<file path="config.mk">
export PLATFORM = sky130hd
export DESIGN_NAME = rpn_stack_sequencer
export DESIGN_NICKNAME = d
export VERILOG_FILES = /design/src/rtl/rpn_stack_sequencer.sv
export SDC_FILE = /design/constraint.sdc
export NUM_CORES = 1
export LEC_CHECK = 0
export CAP_MARGIN = 30
export CORE_UTILIZATION = 55
export CTS_BUF_LIST = sky130_fd_sc_hd__clkbuf_4
export DETAILED_ROUTE_END_ITERATION = 6
export GPL_TIMING_DRIVEN = 0
export PLACE_DENSITY = 0.83
export SETUP_SLACK_MARGIN = 0.3
export SLEW_MARGIN = 0
export SYNTH_ARGS = -nofsm -noshare
export SYNTH_HDL_FRONTEND = slang
export SYNTH_SLANG_ARGS = --single-unit
</file>
<file path="constraint.sdc">
create_clock -name clk -period 2.3 [get_ports clk]
set_input_delay 0.46 -clock clk [delete_from_list [all_inputs] [get_ports clk]]
set_output_delay 0.46 -clock clk [all_outputs]
set_load 0.01 [all_outputs]
</file>
<file path="src/rtl/rpn_stack_sequencer.sv">
// RPN calculator sequencer: operand stack with push, and an
// operator path that hands the top two entries to a multi-cycle ALU.
module rpn_stack_sequencer #(
  parameter int WIDTH = 16,
  parameter int DEPTH = 4
) (
  input  logic                       clk,
  input  logic                       Reset,
  input  logic                       Enter_pulse,
  input  logic                       Op_pulse,
  input  logic [WIDTH-1:0]           data_in,
  input  logic [1:0]                 OpCode,
  output logic [WIDTH-1:0]           alu_a,
  output logic [WIDTH-1:0]           alu_b,
  output logic [1:0]                 alu_op,
  output logic                       alu_start,
  input  logic                       alu_done,
  input  logic [WIDTH-1:0]           alu_result,
  output logic [WIDTH-1:0]           top,
  output logic [$clog2(DEPTH+1)-1:0] depth,
  output logic                       busy,
  output logic                       err,
  output logic [2:0]                 Status
);

  localparam int DW = $clog2(DEPTH+1);

  typedef enum logic [2:0] {
    IDLE  = 3'b000,
    ISSUE = 3'b001,
    WAIT  = 3'b010,
    ERR   = 3'b100
  } state_t;

  state_t           state, nxt;
  logic [WIDTH-1:0] stk [DEPTH];
  logic [WIDTH-1:0] below;
  logic             do_push, do_latch, do_wb, do_clr;

  // Top and second entry, selected by depth; zero when absent
  always_comb begin
    top   = '0;
    below = '0;
    for (int i = 0; i < DEPTH; i++) begin
      if (int'(depth) == i + 1) top   = stk[i];
      if (int'(depth) == i + 2) below = stk[i];
    end
  end

  always_comb begin
    nxt       = state;
    do_push   = 1'b0;
    do_latch  = 1'b0;
    do_wb     = 1'b0;
    do_clr    = 1'b0;
    alu_start = 1'b0;
    unique case (state)
      IDLE: begin
        if (Op_pulse) begin
          if (int'(depth) >= 2) begin
            do_latch = 1'b1;
            nxt      = ISSUE;
          end else begin
            nxt = ERR;
          end
        end else if (Enter_pulse) begin
          if (int'(depth) < DEPTH) do_push = 1'b1;
          else                     nxt     = ERR;
        end
      end
      ISSUE: begin
        alu_start = 1'b1;
        nxt       = WAIT;
      end
      WAIT: begin
        if (alu_done) begin
          do_wb = 1'b1;
          nxt   = IDLE;
        end
      end
      ERR: begin
        if (Enter_pulse) begin
          do_clr = 1'b1;
          nxt    = IDLE;
        end
      end
      default: nxt = IDLE;
    endcase
  end

  always_ff @(posedge clk) begin
    if (Reset) begin
      state  <= IDLE;
      depth  <= '0;
      alu_a  <= '0;
      alu_b  <= '0;
      alu_op <= '0;
      for (int i = 0; i < DEPTH; i++) stk[i] <= '0;
    end else begin
      state <= nxt;
      if (do_latch) begin
        alu_a  <= below;
        alu_b  <= top;
        alu_op <= OpCode;
      end
      for (int i = 0; i < DEPTH; i++) begin
        if (do_clr)
          stk[i] <= '0;
        else if (do_push && int'(depth) == i)
          stk[i] <= data_in;
        else if (do_wb && int'(depth) == i + 2)
          stk[i] <= alu_result;
      end
      if (do_clr)       depth <= '0;
      else if (do_push) depth <= depth + DW'(1);
      else if (do_wb)   depth <= depth - DW'(1);
    end
  end

  assign busy   = (state == ISSUE) || (state == WAIT);
  assign err    = (state == ERR);
  assign Status = state;

endmodule

</file>
Word-level counts from Yosys, hierarchy flattened
Memories as Yosys holds them, arrays and structs flattened. Cells that the tools add are included.

Bitwise operators: 12. Div/mod/pow operators: 0. Shift-type cells: 0. Reduce and logical (&&, ||, !) cells: 14. $add $sub $neg: 2. Multipliers: 0. Multiplexer cells: 82. Eq/ne operators: 12. Magnitude comparators: 2.

Operator list (number): 16-bit two-way mux (20); 1-bit two-way mux (53); 3-bit two-way mux (8); 3-bit equality test (second input constant) (5); 1-bit bitwise OR (12); 3-bit one-hot mux with 4 select lines (1); 1-bit logical AND (8); 3-bit by 2-bit equality test with 1-bit output (second input constant) (2); 3-bit logical NOT (2); 3-bit inequality test (second input constant) (2); 2-bit inequality test (second input constant) (2); 4-bit AND reduction (1); 3-bit by 1-bit adder with 3-bit output (second input constant) (1); 3-bit by 1-bit equality test with 1-bit output (second input constant) (1); 3-bit by 2-bit >= comparator with 1-bit output (second input constant) (1); 3-bit less-than comparator (second input constant) (1); 3-bit by 1-bit subtractor with 3-bit output (second input constant) (1); 2-bit nonzero test (1); 2-bit OR reduction (1); 1-bit logical OR (1).

Memories: 1. Register bits after elaboration: 40. Input bits: 39. RAM bits: 64. Memory bits (read-only): 0. Bits in latches: 0.

Memories: stk (words 4, width 16, rd ports 4, clocked after Yosys merged registers in 0, wr ports 4, line 36) `logic [WIDTH-1:0] stk [DEPTH];`.

Longest topological paths before layout
Word-level depth: 12. Gate-level depth with buffers: 8. Gate-level depth less buffers: 7.

Worst setup path before layout
Ideal clock, no wire load.

Kind: register to register. From: reg state[1] (netlist: Status[1]). To: mem stk[2][0] (enable). Data arrival time: 1.788 ns. Setup time: 0.372 ns. Cell stages (with the launch flop): 5. Setup slack: 0.140 ns. Period minus slack after synthesis: 2.160 ns. Cells stage by stage: dfxtp_1 > nand2b_1 > or3b_4 > nor4_4 > or3_1.

RTL lines: start: declaration (line 35) `state_t state, nxt;`; start signal: assignment (line 100) `state <= nxt;`; end: declaration (line 36).

Final worst setup path
From: reg depth[1]. To: out top[9].

Longest elaborated chain between the ends: 5.

Ends and longest elaborated chain: start: declaration (line 20) `output logic [$clog2(DEPTH+1)-1:0] depth,`; start signal: assignment (line 115) `else if (do_push) depth <= depth + DW'(1);`; start signal: assignment (line 116) `else if (do_wb) depth <= depth - DW'(1);`; 3-bit by 2-bit equality test with 1-bit output (line 45) `if (int'(depth) == i + 1) top = stk[i];`; 16-bit two-way mux (3 in series) (line 45); 16-bit two-way mux * (line 45); end: declaration (line 19) `output logic [WIDTH-1:0] top,`.

Mark *: on every way between the ends. The rest lies on a longest branch, timed or not.

==> flow_summary.ini <==
[finish]
final_layout_size_suffix_gt1_share_pct = 28.5
layout_commonest_cell = clkdlybuf4s50_1
layout.nets = 676
area_growth_pct = 39.8
final_cell_area_sq_um = 7660
final_cell_mix = clkdlybuf4s50_1, nor2_1, edfxtp_1
layoutNonFillerInstCount = 774
diodes_inserted = 0

[synth]
synthArstFlopShare_pct = 0
adder_cell_fraction_of_synth_area_pct = 0.365
seq_area_frac_synth_pct = 49.7
synth.distinct_cells = 48
synth_compound_gate_area_share_pct = 17.2
synthesis.area_per_instance_sq_um = 11.2
synth-edff-count = 64
post_synth_instance_area_sq_um = 5480
synth_fp_nets = 529
synth_top_family_by_area = simple AND/OR/NAND/NOR gates
post_synth_mux_area_share_pct = 8.77
syn_inst = 489
ys_ff_latch = 104
synth-xor-area-share_pct = 0.160
yosysWarnings = 0
synthSimpleGateAreaFrac_pct = 18.4
postSynth.topFlopCell = edfxtp_1

[clocking]
ctsLongestPathBuffers = 2
tritoncts = built
clk_transition_reported_paths_ns = 0.17
cts_root_buf = clkbuf_4
cts.sinks = 104
cts_htree_levels = 3
clk-insertion-delay-late_ns = 0.48
numCtsBuffers = 9
cts_hold_buf = 0

[timing]
post-route-worst-setup-slack_ns = -0.0511
max_clock_freq_ghz = 0.425
final_max_slew_viol_count = 0
worst_slew_margin_rel_pct = 55.9
final_clock_period_utilization_by_the_worst_path_pct = 102
worst_pin_slew_ns = 0.661
rsz0062_at_grt = true
finClkSkew_ns = 0.0315
timing.final.hold_violations = 0
setup_viol = 11
layout_min_cycle_time_ns = 2.35

[setup_path]
worstPathArrival_ns = 1.89
worstSetupPathType = flop to output pin
worstSetupEndpointType = output pin
cp.required_ns = 1.84
crit_path_max_fanout = 8
critical_path.reg2reg.startpoint = depth[1]
reg2reg_depth = 4
start_kind = flop
reg2reg_slack_ns = 0.01
worstReg2RegEnd = stk[2][7]

[global_routing]
global_route_usage_over_all_layers_pct = 34.3
first_global_vias = 4781
global_routing_s_busiest_layer = met2
use_met1_pct = 44.5
grt_antenna_before_repair = 0
grt_remaining_overflow = 0
global_route_met3_usage_pct = 7.25
grt_pass1_wl_um = 26100
pin_count_of_the_biggest_net_entering_global_routing = 19
globalRouteMet2Util_pct = 55.2

[route]
detailedRoute.firstIterationViolations = 616
dr.pass1.iters = 5
average_detailed_routed_wire_length_per_instance_um = 24.5
route.vias.total = 5262
final_antenna_net_count = 0
detail_route.drc_violations = 0
vias_per_cell = 6.80
route.final.wire_length_um = 19000

[pwr]
post-layout-total-power_mw = 4.50
power-per-cell-area_nw_per_um2 = 588
p_leak_nw = 2.73
vdd_drop_max_mv = 0.339

[placement]
gp_routability_congestion = 0.930
post_dp_cell_area_sq_um = 6620
portBuffers = 96
dpl.cell_count = 718
post-dp-hpwl_um = 11500
detailedPlace.worstSlack_ns = -0.698

[floorplan]
start_util_pct = 56.3
design.core.area_sq_um = 9730
num_rows = 36
floorplan.die.height_um = 102
design.portCount = 98
die_area_sq_um = 10400
die_w_um = 102

[run_status]
status = complete, but fails checks
failed_checks = setup timing

[flow_run]
max_cap_viol_count = 0

[worst_hold_path]
holdPathEnd = alu_op[1]
worst_hold_path.num_cells = 2
worstHoldPathType = flop to flop
min_from = alu_op[1]
## synthesized netlist by cell type, types with 3 or more instances
library cell	n	area share (%)
nand4bb_1	16	3.3
nor4_4	4	1.6
edfxtp_1	64	35
nand2_1	24	1.6
nand2b_1	3	0.34
nor3_1	36	3.3
buf_6	9	1.8
a32o_2	7	1.4
nor2b_1	3	0.34
clkbuf_1	22	1.5
a32o_1	19	3.5
a21oi_1	4	0.37
buf_2	9	0.82
a22o_1	31	5.0
mux2i_1	48	8.8
a22o_2	7	1.3
dfxtp_1	40	15
nor2_1	72	4.9
o221ai_1	16	2.6
buf_4	5	0.69
o22ai_1	16	1.8
## final cells by class
cell class | instances | area (sq um)
Buffer | 47 | 474
Clock buffer | 10 | 75.1
Clock inverter | 6 | 50.0
Fill cell | 574 | 2070
Inverter | 3 | 11.3
Multi-Input combinational cell | 338 | 2900
Sequential cell | 104 | 2740
Tap cell | 133 | 166
Timing Repair Buffer | 133 | 1240
## report_power, final
part | total [mW] | internal, mW | switching (mW) | leakage (nW)
clock | 0.912 | 0.253 | 0.659 | 0.0697
sequential | 2.24 | 2.13 | 0.113 | 1.00
combinational | 1.35 | 0.626 | 0.724 | 1.66
total | 4.50 | 3.00 | 1.50 | 2.73
## routing by layer
layer / vias up / share of wire, %
met5: - / 0
met4: 0 / 3.7
met3: 96 / 13
met2: 479 / 47
met1: 2479 / 36
li1: 2208 / -
## flip-flops by register name, indices dropped and copies added (netlist names)
register and cells:
stk 64, depth 3, alu_op 2, alu_a 16, Status 3, alu_b 16
## stage by stage
stage	util (%)	hold WS [ns]	TNS (ns)
after CTS	74.5	0.477	0
after global placement	68.1	0.443	-37.32
final	78.7	0.472	-0.380
after floorplan	-	0.481	0
after global routing	78.7	0.494	-0.653
after detailed placement	68.1	0.453	-46.14
## worst max path at each step
stage | startpoint | endpoint | slack [ns]
after floorplan | Status[0] | stk[0][0] | 0.31
after global placement | Enter_pulse | stk[0][13] | -0.56
after detailed placement | Enter_pulse | stk[0][9] | -0.70
after CTS | depth[1] | top[3] | 0.02
after global routing | depth[1] | top[8] | -0.08
final | depth[1] | top[9] | -0.05
## kinds of logic after synthesis
| family | Yosys count |
|---|---|
| flip-flops | 104 |
| XOR/XNOR | 1 |
| multiplexers | 48 |
| AND/OR/NAND/NOR | 176 |
| AO/OA/AOI/OAI | 109 |
| buffers and inverters | 50 |
| adder cells (fa/ha/maj) | 1 |
## repair_timing
item                                    4_1_cts  5_1_grt
pin swaps                                    13       19
resized for setup                           149       66
setup buffers                                14       20
endpoints found under the setup margin      164      154
gates cloned                                  4        2
## worst max-delay path, stage by stage, from the launching register on
cell             delay [ns]
dfxtp_2                0.37
buf_6                  0.14
or2_4                  0.25
buf_12                 0.15
o221ai_1               0.25
clkdlybuf4s15_2        0.28
Power figures use the tool's default switching activity.
